## src/rtl/mlp_pkg.sv

```systemverilog
// Shared constants, trained weights and FSM state type for the sequential 6-3-3 MLP scheduler.
package mlp_pkg;
    localparam int N_IN   = 6;
    localparam int IN_W   = 5;
    localparam int N_HID  = 3;
    localparam int N_OUT  = 3;
    localparam int W_W    = 8;
    localparam int ACC0_W = 13;
    localparam int ACC1_W = 20;
    localparam int CLS_W  = 2;
    localparam int H_W    = ACC0_W - 1;
    localparam int Y_W    = ACC1_W - 1;
    localparam int TERM_W = 3;
    localparam int IDX_W  = 2;

    typedef enum logic [1:0] {
        S_IDLE = 2'd0,
        S_L0   = 2'd1,
        S_L1   = 2'd2,
        S_DONE = 2'd3
    } state_t;

    localparam logic signed [W_W-1:0] W0 [N_HID][N_IN] = '{
        '{ 8'sd20, -8'sd30,  8'sd0,  8'sd32,  8'sd40,   8'sd8},
        '{-8'sd4,  -8'sd8,   8'sd0, -8'sd4,  -8'sd4,    8'sd0},
        '{ 8'sd0,   8'sd8,   8'sd8, -8'sd16, -8'sd16,   8'sd108}
    };

    // Biases are stored at the shared MAC width; layer-0 values fit ACC0_W unchanged.
    localparam logic signed [ACC1_W-1:0] B0 [N_HID] = '{20'sd28, -20'sd69, 20'sd83};

    localparam logic signed [W_W-1:0] W1 [N_OUT][N_HID] = '{
        '{-8'sd20, 8'sd4, -8'sd36},
        '{ 8'sd20, 8'sd0,  8'sd52},
        '{ 8'sd8,  8'sd0, -8'sd16}
    };

    localparam logic signed [ACC1_W-1:0] B1 [N_OUT] = '{20'sd18608, -20'sd19355, 20'sd1983};
endpackage

```

## src/rtl/mlp_mac.sv

```systemverilog
// Shared signed multiply-accumulate: unsigned operand times signed weight, added to the
// running accumulator or, on load, to a bias. The sum is exposed combinationally.
module mlp_mac #(
    parameter int A_W   = 12,
    parameter int W_W   = 8,
    parameter int ACC_W = 20
) (
    input  logic             clk,
    input  logic             rst_n,
    input  logic             en,
    input  logic             load,
    input  logic [A_W-1:0]   a,
    input  logic [W_W-1:0]   w,
    input  logic [ACC_W-1:0] bias,
    output logic [ACC_W-1:0] sum
);
    logic signed [A_W+W_W:0] prod;
    logic [ACC_W-1:0]        acc_q;

    assign prod = $signed({1'b0, a}) * $signed(w);
    assign sum  = (load ? bias : acc_q) + ACC_W'(prod);

    always_ff @(posedge clk or negedge rst_n) begin
        if (!rst_n) begin
            acc_q <= '0;
        end else if (en) begin
            acc_q <= sum;
        end
    end
endmodule

```

## src/rtl/mlp_seq_sched.sv

```systemverilog
// Time-multiplexed 6-3-3 MLP: one MAC steps every layer-0 then layer-1 term on a fixed
// schedule, tracks a running argmax and holds the result until the consumer takes it.
module mlp_seq_sched
    import mlp_pkg::*;
(
    input  logic                   clk,
    input  logic                   rst_n,
    input  logic                   in_valid,
    output logic                   in_ready,
    input  logic [N_IN*IN_W-1:0]   in_data,
    output logic                   out_valid,
    input  logic                   out_ready,
    output logic [CLS_W-1:0]       out_cls,
    output logic [N_OUT*Y_W-1:0]   predo,
    output logic                   busy,
    output logic [1:0]             dbg_state
);
    // Handshakes: a transfer happens on a rising edge where valid and ready are both high;
    // in_valid is ignored unless idle, and out_valid holds its data until out_ready is seen.
    state_t                state_q, state_d;
    logic [N_IN*IN_W-1:0]  x_q;
    logic [IN_W-1:0]       x_f [N_IN];
    logic [IDX_W-1:0]      idx_q;
    logic [TERM_W-1:0]     term_q;
    logic [H_W-1:0]        h_q [N_HID];
    logic [N_OUT*Y_W-1:0]  predo_q;
    logic [Y_W-1:0]        best_q;
    logic [CLS_W-1:0]      cls_q;

    logic                  mac_en, mac_load;
    logic [H_W-1:0]        mac_a;
    logic [W_W-1:0]        mac_w;
    logic [ACC1_W-1:0]     mac_b, mac_sum;
    logic [H_W-1:0]        relu0;
    logic [Y_W-1:0]        relu1;
    logic                  last_t0, last_t1, last_hid, last_out;

    always_comb begin
        for (int f = 0; f < N_IN; f++) begin
            x_f[f] = x_q[f*IN_W +: IN_W];
        end
    end

    assign last_t0  = (term_q == TERM_W'(N_IN - 1));
    assign last_t1  = (term_q == TERM_W'(N_HID - 1));
    assign last_hid = (idx_q == IDX_W'(N_HID - 1));
    assign last_out = (idx_q == IDX_W'(N_OUT - 1));

    always_comb begin
        mac_a = H_W'(x_f[term_q]);
        mac_w = W0[idx_q][term_q];
        mac_b = B0[idx_q];
        if (state_q == S_L1) begin
            mac_a = h_q[term_q[1:0]];
            mac_w = W1[idx_q][term_q[1:0]];
            mac_b = B1[idx_q];
        end
    end

    assign mac_en   = (state_q == S_L0) || (state_q == S_L1);
    assign mac_load = (term_q == '0);

    mlp_mac #(.A_W(H_W), .W_W(W_W), .ACC_W(ACC1_W)) u_mac (
        .clk   (clk),
        .rst_n (rst_n),
        .en    (mac_en),
        .load  (mac_load),
        .a     (mac_a),
        .w     (mac_w),
        .bias  (mac_b),
        .sum   (mac_sum)
    );

    // Low ACC0_W bits of the wide sum equal a true ACC0_W-bit wrapping accumulation.
    assign relu0 = mac_sum[ACC0_W-1] ? '0 : mac_sum[ACC0_W-2:0];
    assign relu1 = mac_sum[ACC1_W-1] ? '0 : mac_sum[ACC1_W-2:0];

    always_ff @(posedge clk or negedge rst_n) begin
        if (!rst_n) begin
            state_q <= S_IDLE;
        end else begin
            state_q <= state_d;
        end
    end

    always_comb begin
        state_d   = state_q;
        in_ready  = 1'b0;
        out_valid = 1'b0;
        busy      = 1'b1;
        case (state_q)
            S_IDLE: begin
                in_ready = 1'b1;
                busy     = 1'b0;
                if (in_valid) state_d = S_L0;
            end
            S_L0:   if (last_t0 && last_hid) state_d = S_L1;
            S_L1:   if (last_t1 && last_out) state_d = S_DONE;
            S_DONE: begin
                out_valid = 1'b1;
                if (out_ready) state_d = S_IDLE;
            end
            default: state_d = S_IDLE;
        endcase
    end

    always_ff @(posedge clk or negedge rst_n) begin
        if (!rst_n) begin
            x_q     <= '0;
            idx_q   <= '0;
            term_q  <= '0;
            predo_q <= '0;
            best_q  <= '0;
            cls_q   <= '0;
            for (int j = 0; j < N_HID; j++) h_q[j] <= '0;
        end else begin
            case (state_q)
                S_IDLE: if (in_valid) begin
                    x_q    <= in_data;
                    idx_q  <= '0;
                    term_q <= '0;
                end
                S_L0: if (last_t0) begin
                    h_q[idx_q] <= relu0;
                    term_q     <= '0;
                    idx_q      <= last_hid ? '0 : idx_q + 1'b1;
                end else begin
                    term_q <= term_q + 1'b1;
                end
                S_L1: if (last_t1) begin
                    for (int o = 0; o < N_OUT; o++) begin
                        if (32'(idx_q) == o) predo_q[(N_OUT-1-o)*Y_W +: Y_W] <= relu1;
                    end
                    // Strict compare keeps the lower index on ties.
                    if (idx_q == '0 || relu1 > best_q) begin
                        best_q <= relu1;
                        cls_q  <= idx_q;
                    end
                    term_q <= '0;
                    idx_q  <= last_out ? '0 : idx_q + 1'b1;
                end else begin
                    term_q <= term_q + 1'b1;
                end
                default: ;
            endcase
        end
    end

    assign out_cls   = cls_q;
    assign predo     = predo_q;
    assign dbg_state = state_q;
endmodule

```

## config.mk

```make
export PLATFORM = sky130hd
export DESIGN_NAME = mlp_seq_sched
export DESIGN_NICKNAME = d
export VERILOG_FILES = /design/src/rtl/mlp_pkg.sv /design/src/rtl/mlp_mac.sv /design/src/rtl/mlp_seq_sched.sv
export SDC_FILE = /design/constraint.sdc
export NUM_CORES = 1
export LEC_CHECK = 0
export ABC_AREA = 1
export BUFFER_PORTS_ARGS = -buffer_cell sky130_fd_sc_hd__buf_2
export CAP_MARGIN = 20
export CORE_MARGIN = 3
export CORE_UTILIZATION = 25
export DETAILED_ROUTE_END_ITERATION = 10
export MAX_ROUTING_LAYER = met4
export SLEW_MARGIN = 20
export SYNTH_ARGS = -nofsm -noshare
export SYNTH_HDL_FRONTEND = slang
export SYNTH_SLANG_ARGS = --single-unit
```

## constraint.sdc

```tcl
create_clock -name clk -period 7.45 [get_ports clk]
set_input_delay 1.1175 -clock clk [delete_from_list [all_inputs] [get_ports clk]]
set_output_delay 1.1175 -clock clk [all_outputs]
set_load 0.01 [all_outputs]
```

==> flow_summary.yaml <==
flow_run:
  drv_cap: 0
hold_path:
  hold_class: "flop to flop"
timing:
  fmax_mhz: 141
  worst_hold_slack_ns: 0.481
  report.final.slew_viol_count: 0
  relSlewSlack_pct: 37.2
  fin_crit_sh_pct: 95.0
  worstMarginPinSlew_ns: 0.942
  fin_crit_ns: 7.08
  fin_ws_ns: 0.370
  skew_ns: 0.0255
  hold_viol_final: 0
  setup_viol: 0
  tns_ns: 0
floorplan:
  start_util_pct: 25.6
  core.rowCount: 79
  die_y_um: 226
  dieArea_um2: 51000
  die_w_um: 226
  design.core.area_um2: 47100
  ioPinCount: 98
layout:
  postLayoutCellArea_um2: 14400
  num_antenna_cells: 0
  final_cell_mix: "nand2_1, inv_1, dfrtp_1, nand3_1, nor2_1"
  fillCellCount: 4946
  area_delta_synth_final_pct: 19.6
  fin_nets: 1802
  layout-drive-gt1-share_pct: 19.3
  layout_commonest_cell: "nand2_1"
placed_design:
  pre_cts_slack_ns: 0.0187
  place_area_um2: 13400
  io_buffers: 97
  place_congestion: 0.920
  hpwl_mm: 26.8
clock_network:
  cts_buffer_depth: 2
  cts.sinks: 171
  clk_pin_slew_ns: 0.07
  cts-root-buf: "clkbuf_16"
  clock_latency_ns: 0.45
  ctsHtreeMaxLevel: 4
  cts_inserted_buffers: 17
  cts_tree: "built"
  holdBufCountCts: 0
route:
  post_drt_wl_per_cell_um: 15.7
  drc_errors: 0
  drt_pass1_iterations: 5
  vias: 10275
  routed_via_density: 4.60
  final_antenna_net_count: 0
  totalWireLength_mm: 35.2
  drtIter0Drc: 708
logic_synthesis:
  syn_area_um2: 12100
  syn_avg_cell_area_um2: 8.18
  async_flop_share_pct: 100
  ys.flop_type: "dfrtp_1"
  synth-edff-count: 0
  ys_types: 53
  synthesis.instances: 1476
  ys_seq_area_share_pct: 35.4
  ys_warn_count: 0
  ys_ff_latch: 171
grt:
  track_usage_pct: 14.3
  grt_max_degree: 114
  first_global_vias: 10341
  antenna_found_initial: 0
  grt_overflow_total: 0
  grt_pass1_wl_mm: 56.1
setup_path:
  cp-start-kind: "flop"
  cp_max_fo: 10
  cp_data_required_time_ns: 7.76
  worst-r2r-setup-slack_ns: 0.37
  critPathMaxStageDelay_ns: 0.54
  setup.worst_path.class: "flop to flop"
  end_kind: "flop"
  arrival_ns: 7.39
  cp_slowest_cell: "fa_1"
  crit_top_cell: "nand2_1"
status:
  outcome: "finished, final reports clean"
-- path summary, 6_finish.rpt --
path                                  from          to  depth (start not counted)
min in group asynchronous            rst_n      h_q[6]                          1
worst max-delay path             term_q[1]  out_cls[1]                         35
worst min-delay path            best_q[17]  best_q[17]                          2
worst min register to register  best_q[17]  best_q[17]                          2
worst max register to register   term_q[1]  out_cls[1]                         35
max in group asynchronous            rst_n   term_q[0]                          2
-- synthesized netlist by cell type (all sizes together), types with 5 or more instances --
cell type | instances | area, um^2
fa | 68 | 1360
nand4 | 8 | 50.1
dfrtp | 171 | 4280
inv | 212 | 798
nand3 | 111 | 588
mux2 | 29 | 327
or2 | 5 | 31.3
ha | 87 | 1090
a22oi | 8 | 60.1
nand2 | 402 | 1540
clkbuf | 25 | 93.8
buf | 29 | 231
o22ai | 12 | 75.1
nor2 | 126 | 528
a21oi | 40 | 204
o21ai | 101 | 505
-- routing by layer --
layer	up-vias	global-route usage [%]	share of wire [%]
met5	-	-	0
met4	0	3.36	1.3
met3	21	2.35	5.5
met2	259	22.2	46
met1	5039	19.7	47
li1	4956	-	-
-- stage by stage --
step / instances / util [%]
after floorplan: 1482 / -
after global routing: 2233 / 30.6
after CTS: 2217 / 29.8
after global placement: 2185 / 28.5
after detailed placement: 2185 / 28.5
final: 2233 / 30.6
-- registers in the layout, indices dropped and copies added, names as in the netlist --
| name | cells |
|---|---|
| best_q | 19 |
| dbg_state | 2 |
| h_q | 36 |
| idx_q | 2 |
| out_cls | 2 |
| predo | 57 |
| term_q | 3 |
| u_mac.acc_q | 20 |
| x_q | 30 |
-- cells by family after synthesis --
logic type	share of synthesized area [%]
AOI/OAI and AO/OA	8.42
xor gates and xnor gates	0.498
adders and majority gates	20.3
buffers and inverters	9.40
DFF	35.4
muxes	2.71
other	0.0311
and+or+nand+nor	23.2
-- what timing repair did --
action	CTS	global route
cloned	0	5
pin swaps	0	9
endpoints found under the setup margin	8	21
gates resized for setup	1	63
setup buffers	0	11
-- layout make-up --
class	count	area [um^2]	share of cell area (%)
clock inverters	14	154	1.07
clock buffers	18	429	2.97
flip-flops and latches	171	4280	29.7
repair buffers	164	1070	7.40
inverters	215	823	5.70
multi-input cells	1044	6920	47.9
well taps	607	759	5.26
-- critical path, delay by kind of cell (launching register included) --
family	cells	cell delay, ns
AO/OA/AOI/OAI	6	1.14
buffers and inverters	8	0.95
flip-flops	1	0.45
AND/OR/NAND/NOR	14	1.39
adder cells (fa/ha/maj)	7	3.00
Power is left out: the tool's default activity adds up to more than one toggle a clock period on the data nets, which glitch-free logic cannot reach.
